--- config.mk ---
export PLATFORM = sky130hd
export DESIGN_NAME = boot_loader_flat
export DESIGN_NICKNAME = d
export VERILOG_FILES = /design/src/rtl/riscv_pkg.sv /design/src/rtl/boot_loader_if.sv /design/src/rtl/boot_loader_word_assembler.sv /design/src/rtl/boot_loader.sv /design/src/flat_wrapper.sv
export SDC_FILE = /design/constraint.sdc
export NUM_CORES = 1
export LEC_CHECK = 0
export CAP_MARGIN = 0
export CORE_MARGIN = 4
export CORE_UTILIZATION = 35
export CTS_CLUSTER_DIAMETER = 200
export DETAILED_ROUTE_END_ITERATION = 8
export HOLD_SLACK_MARGIN = 0.08
export SLEW_MARGIN = 10
export SYNTH_ARGS = -nofsm -noshare
export SYNTH_HDL_FRONTEND = slang
export SYNTH_SLANG_ARGS = --single-unit
--- constraint.sdc ---
create_clock -name clk -period 2.9 [get_ports clk]
set_clock_uncertainty 0.2 [all_clocks]
set_input_delay 0.58 -clock clk [delete_from_list [all_inputs] [get_ports clk]]
set_output_delay 0.58 -clock clk [all_outputs]
set_load 0.05 [all_outputs]
--- src/rtl/riscv_pkg.sv ---
// ============================================================================
// Module : riscv_pkg
// Brief  : Shared core constants plus boot loader state and frame constants.
// Rev    : 1.0 - initial release
// ============================================================================
`default_nettype none

package riscv_pkg;

    // Existing core-wide constants
    localparam int INSTRUCTION_WIDTH = 32;
    localparam int INSTRUCTION_BYTES = 4;
    localparam int BYTE_WIDTH        = 8;

    // Number of bytes in the little-endian word-count header of a boot frame
    localparam int BOOT_LEN_BYTES = 4;

    // Boot loader phases; CSUM is only reachable when the checksum option is built
    typedef enum logic [2:0] {
        LEN   = 3'd0,
        DATA  = 3'd1,
        CSUM  = 3'd2,
        DONE  = 3'd3,
        ERROR = 3'd4
    } boot_state_t;

endpackage : riscv_pkg

`default_nettype wire

--- src/rtl/boot_loader_if.sv ---
// ============================================================================
// Module : boot_loader_if
// Brief  : Byte stream (valid/ready) plus instruction RAM write port.
//          master = host/RAM side, slave = boot loader side.
// Rev    : 1.0 - initial release
// ============================================================================
`default_nettype none

interface boot_loader_if #(
    parameter int XLEN = 32
);
    import riscv_pkg::*;

    logic [BYTE_WIDTH-1:0]        in_data;
    logic                         in_valid;
    logic                         in_ready;
    logic                         wr_en;
    logic [XLEN-1:0]              wr_addr;
    logic [INSTRUCTION_WIDTH-1:0] wr_data;

    modport master (
        output in_data,
        output in_valid,
        input  in_ready,
        input  wr_en,
        input  wr_addr,
        input  wr_data
    );

    modport slave (
        input  in_data,
        input  in_valid,
        output in_ready,
        output wr_en,
        output wr_addr,
        output wr_data
    );

endinterface : boot_loader_if

`default_nettype wire

--- src/rtl/boot_loader_word_assembler.sv ---
// ============================================================================
// Module : word_assembler
// Brief  : Collects bytes LSB-first into a word; word_valid_o pulses on the
//          cycle the final byte is accepted, with word_o already complete.
// Rev    : 1.0 - initial release
// ============================================================================
`default_nettype none

module word_assembler
    import riscv_pkg::*;
(
    input  wire logic                         clk,
    input  wire logic                         rst_n,
    input  wire logic                         clear_i,
    input  wire logic                         byte_valid_i,
    input  wire logic [BYTE_WIDTH-1:0]        byte_i,
    output logic      [INSTRUCTION_WIDTH-1:0] word_o,
    output logic                              word_valid_o
);

    localparam int CNT_W = $clog2(INSTRUCTION_BYTES);

    logic [CNT_W-1:0]             cnt_q;
    logic [INSTRUCTION_WIDTH-1:0] shift_q;

    // The newest byte enters at the top, so after the last byte byte 0 sits in the LSBs
    assign word_o       = {byte_i, shift_q[INSTRUCTION_WIDTH-1:BYTE_WIDTH]};
    assign word_valid_o = byte_valid_i && (cnt_q == CNT_W'(INSTRUCTION_BYTES - 1));

    // Byte counter and shift register; the counter wraps naturally after a full word
    always_ff @(posedge clk or negedge rst_n) begin
        if (!rst_n) begin
            cnt_q   <= '0;
            shift_q <= '0;
        end else if (clear_i) begin
            cnt_q   <= '0;
            shift_q <= '0;
        end else if (byte_valid_i) begin
            cnt_q   <= cnt_q + CNT_W'(1);
            shift_q <= word_o;
        end
    end

endmodule : word_assembler

`default_nettype wire

--- src/rtl/boot_loader.sv ---
// ============================================================================
// Module : boot_loader
// Brief  : Receives a length-prefixed program image over a byte stream and
//          writes it word by word into instruction RAM, holding the core in
//          reset until the image is complete.
//          Optional macro BOOT_LOADER_CHECKSUM_EN appends a one-byte modular
//          sum of all data bytes that must match before the core is released.
// Rev    : 1.0 - initial release
// ============================================================================
`default_nettype none

module boot_loader
    import riscv_pkg::*;
#(
    parameter int XLEN        = 32,
    parameter int DEPTH_WORDS = 1024
) (
    input  wire logic       clk,
    input  wire logic       rst_n,
    boot_loader_if.slave    bus,
    output logic            cpu_hold,
    output logic            done,
    output logic            error
);

    localparam int CW = $clog2(DEPTH_WORDS) + 1;

`ifdef BOOT_LOADER_CHECKSUM_EN
    localparam boot_state_t END_STATE = CSUM;
`else
    localparam boot_state_t END_STATE = DONE;
`endif
    // Loader keeps accepting bytes after the data phase only when a checksum follows
    localparam bit END_ACCEPTS = (END_STATE == CSUM);

    boot_state_t                  state_q;
    logic                         in_ready_q;
    logic                         wr_en_q;
    logic [XLEN-1:0]              wr_addr_q;
    logic [INSTRUCTION_WIDTH-1:0] wr_data_q;
    logic                         cpu_hold_q;
    logic                         done_q;
    logic                         error_q;
    logic [CW-1:0]                n_q;
    logic [CW-1:0]                wcnt_q;
`ifdef BOOT_LOADER_CHECKSUM_EN
    logic [BYTE_WIDTH-1:0]        csum_q;
`endif

    logic                         w_accept;
    logic                         w_asm_valid;
    logic                         w_asm_clear;
    logic [INSTRUCTION_WIDTH-1:0] w_asm_word;
    logic                         w_asm_word_valid;
    logic                         w_last_word;
    logic [XLEN-1:0]              w_word_addr;

    assign w_accept    = bus.in_valid && in_ready_q;
    assign w_asm_valid = w_accept && ((state_q == LEN) || (state_q == DATA));
    assign w_asm_clear = !((state_q == LEN) || (state_q == DATA));
    assign w_last_word = ((wcnt_q + CW'(1)) == n_q);
    assign w_word_addr = XLEN'({wcnt_q, 2'b00});

    // Shared assembler: builds the length header first, then each data word
    word_assembler u_word_assembler (
        .clk          (clk),
        .rst_n        (rst_n),
        .clear_i      (w_asm_clear),
        .byte_valid_i (w_asm_valid),
        .byte_i       (bus.in_data),
        .word_o       (w_asm_word),
        .word_valid_o (w_asm_word_valid)
    );

    // Frame sequencer with registered handshake, write port and status outputs
    always_ff @(posedge clk or negedge rst_n) begin
        if (!rst_n) begin
            state_q    <= LEN;
            in_ready_q <= 1'b0;
            wr_en_q    <= 1'b0;
            wr_addr_q  <= '0;
            wr_data_q  <= '0;
            cpu_hold_q <= 1'b1;
            done_q     <= 1'b0;
            error_q    <= 1'b0;
            n_q        <= '0;
            wcnt_q     <= '0;
`ifdef BOOT_LOADER_CHECKSUM_EN
            csum_q     <= '0;
`endif
        end else begin
            wr_en_q <= 1'b0;
            // Status follows the state one cycle later, so done rises after the last write
            done_q     <= (state_q == DONE);
            error_q    <= (state_q == ERROR);
            cpu_hold_q <= (state_q != DONE);

            case (state_q)
                LEN: begin
                    in_ready_q <= 1'b1;
                    if (w_asm_word_valid) begin
                        // Range check uses the full 32-bit count before it is narrowed
                        if (w_asm_word == '0) begin
                            state_q    <= END_STATE;
                            in_ready_q <= END_ACCEPTS;
                        end else if (w_asm_word > 32'(DEPTH_WORDS)) begin
                            state_q    <= ERROR;
                            in_ready_q <= 1'b0;
                        end else begin
                            state_q <= DATA;
                            n_q     <= w_asm_word[CW-1:0];
                        end
                    end
                end

                DATA: begin
                    in_ready_q <= 1'b1;
`ifdef BOOT_LOADER_CHECKSUM_EN
                    if (w_accept) begin
                        csum_q <= csum_q + bus.in_data;
                    end
`endif
                    if (w_asm_word_valid) begin
                        wr_en_q   <= 1'b1;
                        wr_data_q <= w_asm_word;
                        wr_addr_q <= w_word_addr;
                        wcnt_q    <= wcnt_q + CW'(1);
                        if (w_last_word) begin
                            state_q    <= END_STATE;
                            in_ready_q <= END_ACCEPTS;
                        end
                    end
                end

`ifdef BOOT_LOADER_CHECKSUM_EN
                CSUM: begin
                    in_ready_q <= 1'b1;
                    if (w_accept) begin
                        in_ready_q <= 1'b0;
                        state_q    <= (bus.in_data == csum_q) ? DONE : ERROR;
                    end
                end
`endif

                default: begin
                    in_ready_q <= 1'b0;
                end
            endcase
        end
    end

    assign bus.in_ready = in_ready_q;
    assign bus.wr_en    = wr_en_q;
    assign bus.wr_addr  = wr_addr_q;
    assign bus.wr_data  = wr_data_q;
    assign cpu_hold     = cpu_hold_q;
    assign done         = done_q;
    assign error        = error_q;

endmodule : boot_loader

`default_nettype wire

--- src/flat_wrapper.sv ---
// flat-port wrapper written by rule: the top's interface ports become plain ports
module boot_loader_flat import riscv_pkg::*;
#(
    parameter int XLEN        = 32,
    parameter int DEPTH_WORDS = 1024
)
  (clk, rst_n, cpu_hold, done, error, bus_in_data, bus_in_valid, bus_in_ready, bus_wr_en, bus_wr_addr, bus_wr_data);
  boot_loader_if #(.XLEN(XLEN)) bus_i ();
  input  wire logic clk;
  input  wire logic rst_n;
  output logic cpu_hold;
  output logic done;
  output logic error;
  input wire logic [$bits(bus_i.in_data)-1:0] bus_in_data;
  input wire logic [$bits(bus_i.in_valid)-1:0] bus_in_valid;
  output wire logic [$bits(bus_i.in_ready)-1:0] bus_in_ready;
  output wire logic [$bits(bus_i.wr_en)-1:0] bus_wr_en;
  output wire logic [$bits(bus_i.wr_addr)-1:0] bus_wr_addr;
  output wire logic [$bits(bus_i.wr_data)-1:0] bus_wr_data;
  assign bus_i.in_data = bus_in_data;
  assign bus_i.in_valid = bus_in_valid;
  assign bus_in_ready = bus_i.in_ready;
  assign bus_wr_en = bus_i.wr_en;
  assign bus_wr_addr = bus_i.wr_addr;
  assign bus_wr_data = bus_i.wr_data;
  boot_loader #(.XLEN(XLEN), .DEPTH_WORDS(DEPTH_WORDS)) u_core (.clk(clk), .rst_n(rst_n), .bus(bus_i), .cpu_hold(cpu_hold), .done(done), .error(error));
endmodule
==> flow_summary.yaml, run 1 <==
status:
  outcome: "finished, final reports clean"
cells_and_area:
  area.growth.synth_to_final_pct: 23.4
  post_route_cells_drive_above_1_share_pct: 7.17
  diodes: 0
  nets: 538
  instances_no_fill: 698
  fillerInstances: 1187
timing:
  worst-slew-pin-transition_ps: 805
  finalHoldViolations: 0
  fin_hold_ws_ps: 67.6
  fin_setup_tns_ps: 0
  max_clock_freq_ghz: 0.411
  min_period_ps: 2430
  final.period_utilization_pct: 83.8
  slew_viol_final: 0
  relSlewSlack_pct: 46.2
  report.final.setup_viol: 0
  setup_repair_after_global_routing_missed_its_margin: "no"
critical_path:
  worstPathCellList: "clkdlybuf4s50_1"
  path_max_fanout: 1
  worst-endpoint-required_ps: 2120
  worstSetupStartpointType: "register"
  critical_path.max_stage_delay_ps: 790
  critical_path.n_buffers_inverters: 1
  timing.critical_path.to_type: "output pin"
  worst-setup-path-type: "reg2out"
  top_delay_family_on_crit_path: "buffers and inverters"
  critPathArrivalTime_ps: 1650
  timing.critical_path.slowest_stage_cell: "sky130_fd_sc_hd__clkdlybuf4s50_1"
synth:
  synth_compound_area_share_pct: 6.69
  synth.lib_cells_used.distinct: 46
  synth.yosys.warnings: 0
  syn_inst: 470
  yosys_register_bits: 99
  post_synth.cell_area_avg_um2: 9.39
  count_of_flip_flops_with_a_built_in_enable_after_synthesis: 0
  synthAdderAreaFrac_pct: 0.567
  asyncSetResetFlopFracSynth_pct: 100
  yosys-mux-area-fraction_pct: 2.81
  synth_top_flop_cell: "sky130_fd_sc_hd__dfrtp_1"
  dominant_combinational_cell_family_by_area_after_synthesis: "simple AND/OR/NAND/NOR gates"
  post_synthesis_instance_area_um2: 4410
  synth_simple_gate_area_share_pct: 23.4
  synth_area_in_xor_xnor_pct: 4.34
  yosysSeqAreaShare_pct: 56.2
cts:
  cts_inserted_buffers: 9
  cts_htree_levels: 3
  clk-insertion-delay-late_ps: 340
  cts_tree: "yes"
  cts_num_sinks: 99
  cts_stage_hold_buffer_count: 0
  cts.path.max_buffers: 2
  worst_setup_hold_path_clk_slew_ps: 70
  ctsRootBufferMaster: "sky130_fd_sc_hd__clkbuf_16"
  cts_setup_buffers: 0
  ctsResizeCount: 0
global_route:
  global_route_wire_length_before_repair_mm: 16.4
  grt.overflow.total: 0
  grt_max_degree: 51
  grt_pass1_vias: 3261
  grt_antenna_before_repair: 0
  global_route.usage.total_pct: 14.0
route:
  detail_route.iter0.violations: 155
  vias_per_cell: 4.66
  wl_per_cell_um: 13.8
  remaining_drc_errors: 0
  postRouteAntennaNets: 0
  dr_total_vias: 3254
  routed_wirelength_mm: 9.61
  router_iterations_before_antenna_repair: 4
placed_design:
  place.port_buffers: 58
  routabilityCongestion: 0.781
  detailed_place_hpwl_mm: 6.79
  dpl.cell_count: 682
floorplanning:
  core_region_area_um2: 12200
  pin_count: 80
  initial_core_util_pct: 36.3
  die_area_um2: 14500
  row_count: 40
  chipWidth_um: 120
  chipHeight_um: 120
power:
  cellPowerDensity_nw_per_um2: 636
  post_route_total_power_mw: 3.46
  vdd_drop_max_uv: 396
  total_leakage_power_nw: 2.64
flow_run:
  drv_cap: 0
min_path:
  min_path_type: "in2async"
## sequential cells by signal, summed over array words and instances, names as in the netlist
signal / count
u_core.wcnt_q: 11
u_core.error: 1
u_core.n_q: 11
u_core.done: 1
u_core.bus.wr_addr: 11
u_core.bus.wr_data: 32
u_core.cpu_hold: 1
u_core.u_word_assembler.cnt_q: 2
u_core.u_word_assembler.shift_q: 24
u_core.bus.in_ready: 1
u_core.bus.wr_en: 1
u_core.state_q: 3
## layer usage
layer	track usage, %	up-vias	wire [µm]
li1	-	1617	-
met1	18.5	1566	4430
met2	23.0	59	4680
met3	3.46	12	371
met4	4.39	0	132
met5	0	-	0
## worst register-to-register path, stage by stage, from the launching register on
cell	delay (ps)
sky130_fd_sc_hd__dfrtp_1	490
sky130_fd_sc_hd__ha_1	290
sky130_fd_sc_hd__nand4_1	210
sky130_fd_sc_hd__or3_1	430
sky130_fd_sc_hd__and4b_1	200
sky130_fd_sc_hd__a311o_1	330
sky130_fd_sc_hd__a21o_1	170
## report_power, final
group          switching, mW  internal (mW)
Sequential             0.116           1.48
Combinational          0.385          0.163
Clock                  0.529          0.789
## layout make-up
cell class	instances	area, µm²	share of cell area (%)
clock buffer	10	239	4.39
clock inverter	6	93.8	1.72
inverter	3	11.3	0.207
multi-input combinational	344	1750	32.1
sequential	99	2480	45.5
tap	168	210	3.86
timing repair buffer	68	666	12.2
## cells in the final DEF, fill, tap and decap left out, drive strengths merged, types with 4 or more instances in the layout
cell and instances:
clkbuf 10, nor4 11, clkdlybuf4s50 57, xor2 10
conb 21, buf 11, nand2 189, a21oi 27
nand3 5, o21ai 4, mux2 11, dfrtp 98
inv 6, nor2 11, nor3 7, xnor2 11
## final timing paths
| check | from | end | slack [ps] | cells after the start |
|---|---|---|---|---|
| max in group asynchronous | rst_n | u_core.wcnt_q[9] | 1730 | 2 |
| min | rst_n | u_core.wcnt_q[5] | 70 | 1 |
| max reg2reg | u_core.wcnt_q[0] | u_core.state_q[1] | 470 | 6 |
| max | u_core.cpu_hold | cpu_hold | 470 | 1 |
| min in group clk | u_core.bus.wr_addr[9] | u_core.bus.wr_addr[9] | 270 | 2 |
| min reg2reg | u_core.bus.wr_addr[9] | u_core.bus.wr_addr[9] | 270 | 2 |
## stage by stage
step | instance area (µm²) | utilization [%] | setup slack, ps
final | 5450 | 44.8 | 469
after global routing | 5450 | 44.8 | 326
after CTS | 5450 | 44.8 | 442
after detailed placement | 5110 | 42.0 | 260
after global placement | 5110 | 42.0 | 237
after floorplan | 4490 | - | 583
## cell families (layout without fill, tap and decap cells)
group                    count (synthesis)  count (layout)
AO/OA/AOI/OAI                           46              46
flip-flops                              99              99
XOR/XNOR                                21              21
buffers and inverters                   47              87
other                                    1              21
adder cells (fa/ha/maj)                  2               2
AND/OR/NAND/NOR                        243             243
multiplexers                            11              11
## synthesized netlist by cell type (2+ instances only)
| cell type | count | share of area (%) |
|---|---|---|
| sky130_fd_sc_hd__nand2_1 | 189 | 16 |
| sky130_fd_sc_hd__dfrtp_1 | 98 | 56 |
| sky130_fd_sc_hd__a21oi_1 | 27 | 3.1 |
| sky130_fd_sc_hd__buf_4 | 22 | 3.7 |
| sky130_fd_sc_hd__clkbuf_1 | 16 | 1.4 |
| sky130_fd_sc_hd__nor2_1 | 11 | 0.94 |
| sky130_fd_sc_hd__nor4_1 | 11 | 1.6 |
| sky130_fd_sc_hd__xnor2_1 | 10 | 2.0 |
| sky130_fd_sc_hd__xor2_1 | 10 | 2.0 |
| sky130_fd_sc_hd__mux2_1 | 7 | 1.8 |
| sky130_fd_sc_hd__nor3_1 | 7 | 0.79 |
| sky130_fd_sc_hd__buf_2 | 4 | 0.45 |
| sky130_fd_sc_hd__mux2_2 | 4 | 1.0 |
| sky130_fd_sc_hd__nand3_1 | 4 | 0.45 |
| sky130_fd_sc_hd__o21ai_0 | 4 | 0.45 |
| sky130_fd_sc_hd__nand4_1 | 3 | 0.43 |
| sky130_fd_sc_hd__o211ai_1 | 3 | 0.51 |
| sky130_fd_sc_hd__or3_1 | 3 | 0.43 |
| sky130_fd_sc_hd__a21o_1 | 2 | 0.34 |
| sky130_fd_sc_hd__a31oi_1 | 2 | 0.28 |
| sky130_fd_sc_hd__and3_1 | 2 | 0.28 |
| sky130_fd_sc_hd__and4_1 | 2 | 0.40 |
| sky130_fd_sc_hd__buf_1 | 2 | 0.17 |
| sky130_fd_sc_hd__ha_1 | 2 | 0.57 |
| sky130_fd_sc_hd__inv_1 | 2 | 0.17 |
| sky130_fd_sc_hd__nand2b_1 | 2 | 0.28 |
| sky130_fd_sc_hd__or2_1 | 2 | 0.28 |
(Power assumes the default switching activity.)
==> run 2: changes to the inputs <==
==> constraint.sdc (replaced) <==
create_clock -name clk -period 2.19 [get_ports clk]
set_clock_uncertainty 0.2 [all_clocks]
set_input_delay 0.438 -clock clk [delete_from_list [all_inputs] [get_ports clk]]
set_output_delay 0.438 -clock clk [all_outputs]
set_load 0.05 [all_outputs]
==> flow_summary.yaml, run 2 (synthesis results as in run 1) <==
cts:
  worst_setup_hold_path_clk_slew_ps: 70
  clk-insertion-delay-late_ps: 350
  cts_htree_levels: 3
  cts.path.max_buffers: 2
  cts_inserted_buffers: 9
  ctsRootBufferMaster: "sky130_fd_sc_hd__clkbuf_16"
  cts_num_sinks: 99
  cts_tree: "yes"
placed_design:
  placement_cell_area_um2: 5300
  dpl.cell_count: 717
  place.port_buffers: 58
  routabilityCongestion: 0.833
  preCtsSetupSlack_ps: -233
  detailed_place_hpwl_mm: 7.60
floorplanning:
  core_region_area_um2: 12200
  chipHeight_um: 120
  initial_core_util_pct: 36.3
  pin_count: 80
  chipWidth_um: 120
  row_count: 40
  die_area_um2: 14500
timing:
  min_period_ps: 2120
  relSlewSlack_pct: 65.6
  setup_repair_after_global_routing_missed_its_margin: "no"
  max_clock_freq_ghz: 0.471
  slew_viol_final: 0
  report.final.setup_viol: 0
  fin_setup_tns_ps: 0
  final.period_utilization_pct: 96.9
  finalHoldViolations: 0
  worst-slew-pin-transition_ps: 515
  post-route-worst-setup-slack_ps: 67.0
flow_run:
  drv_cap: 0
critical_path:
  path_max_fanout: 1
  worst-setup-path-type: "reg2out"
  worst-endpoint-required_ps: 1550
  critical_path.n_buffers_inverters: 1
  timing.critical_path.to_type: "output pin"
  worstSetupStartpointType: "register"
  critical_path.max_stage_delay_ps: 810
  timing.critical_path.slowest_stage_cell: "sky130_fd_sc_hd__clkdlybuf4s50_1"
  critPathArrivalTime_ps: 1480
  worstPathCellList: "clkdlybuf4s50_1"
  top_delay_family_on_crit_path: "buffers and inverters"
route:
  remaining_drc_errors: 0
  detail_route.iter0.violations: 180
  wl_per_cell_um: 14.2
  routed_wirelength_mm: 10.4
  dr_total_vias: 3432
  postRouteAntennaNets: 0
  vias_per_cell: 4.67
  router_iterations_before_antenna_repair: 4
global_route:
  global_route_wire_length_before_repair_mm: 17.3
  grt_max_degree: 36
  grt_antenna_before_repair: 0
  grt.overflow.total: 0
  grt_pass1_vias: 3423
  global_route.usage.total_pct: 15.1
status:
  outcome: "finished, final reports clean"
cells_and_area:
  diodes: 0
  largest_register_ffs: 32
  commonest_cells_after_routing_fill_and_taps_aside: "sky130_fd_sc_hd__nand2_1, sky130_fd_sc_hd__dfrtp_1, sky130_fd_sc_hd__buf_4, sky130_fd_sc_hd__a21oi_1, sky130_fd_sc_hd__conb_1"
  post-route-cell-area_um2: 5660
  instances_no_fill: 735
  nets: 575
  area.growth.synth_to_final_pct: 28.2
  post_route_cells_drive_above_1_share_pct: 20.1
  mostFrequentLayoutCell: "sky130_fd_sc_hd__nand2_1"
power:
  total_leakage_power_nw: 3.03
  cellPowerDensity_nw_per_um2: 798
  vdd_drop_max_uv: 549
min_path:
  min_path_type: "reg2reg"
## run 2: cell count changes in the layout (fill, tap and decap cells not counted), sizes merged
cell / change
bufinv: -1
dlygate4sd3: +1
clkbuf: +1
dlygate4sd2: +2
clkdlybuf4s50: -45
dlymetal6s2s: +8
buf: +71
clkinv: +2
inv: -2
## run 2: report_power, final
| part | leakage [nW] | switching [mW] | internal (mW) | total [mW] |
|---|---|---|---|---|
| registers | 1.36 | 0.140 | 1.97 | 2.11 |
| logic | 1.53 | 0.544 | 0.254 | 0.798 |
| clock network | 0.146 | 0.689 | 0.921 | 1.61 |
| total | 3.03 | 1.37 | 3.14 | 4.51 |
## run 2: through the flow
stage	utilization (%)	total power, mW	hold WS [ps]
floorplan	-	2.65	-57.6
global placement	43.6	2.93	210
global route	46.5	4.74	298
detailed placement	43.6	2.94	221
CTS	46.2	4.58	281
finish	46.5	4.51	274
## run 2: what timing repair did
item,CTS,global route
pin swaps,0,3
hold buffers,1,0
setup buffers,0,1
hold endpoints to repair,29,0
setup endpoints to repair,4,10
gates resized for setup,5,13
## run 2: worst paths after layout
| kind | depth (start not counted) | end | slack [ps] | start |
|---|---|---|---|---|
| min in group asynchronous | 2 | u_core.bus.wr_addr[5] | 400 | rst_n |
| hold reg to reg | 2 | u_core.bus.wr_data[20] | 270 | u_core.bus.wr_data[20] |
| setup / recovery | 1 | error | 70 | u_core.error |
| hold / removal | 2 | u_core.bus.wr_data[20] | 270 | u_core.bus.wr_data[20] |
| max in group asynchronous | 3 | u_core.cpu_hold | 800 | rst_n |
| setup reg to reg | 6 | u_core.state_q[1] | 80 | u_core.wcnt_q[0] |
## run 2: area by class of cell
cell class                 instances  area [µm²]
timing repair buffer             105         888
sequential                        99        2480
fill                            1200        6500
clock buffer                      11         243
multi-input combinational        344        1760
inverter                           3        11.3
clock inverter                     5        60.1
tap                              168         210
## run 2: layer usage
metal	part of all wire [%]	GRT usage, %	routed length, µm
met1	45	19.4	4680
met2	49	25.2	5120
met3	5.3	4.72	550
met4	0.92	3.33	96
met5	0	0	0
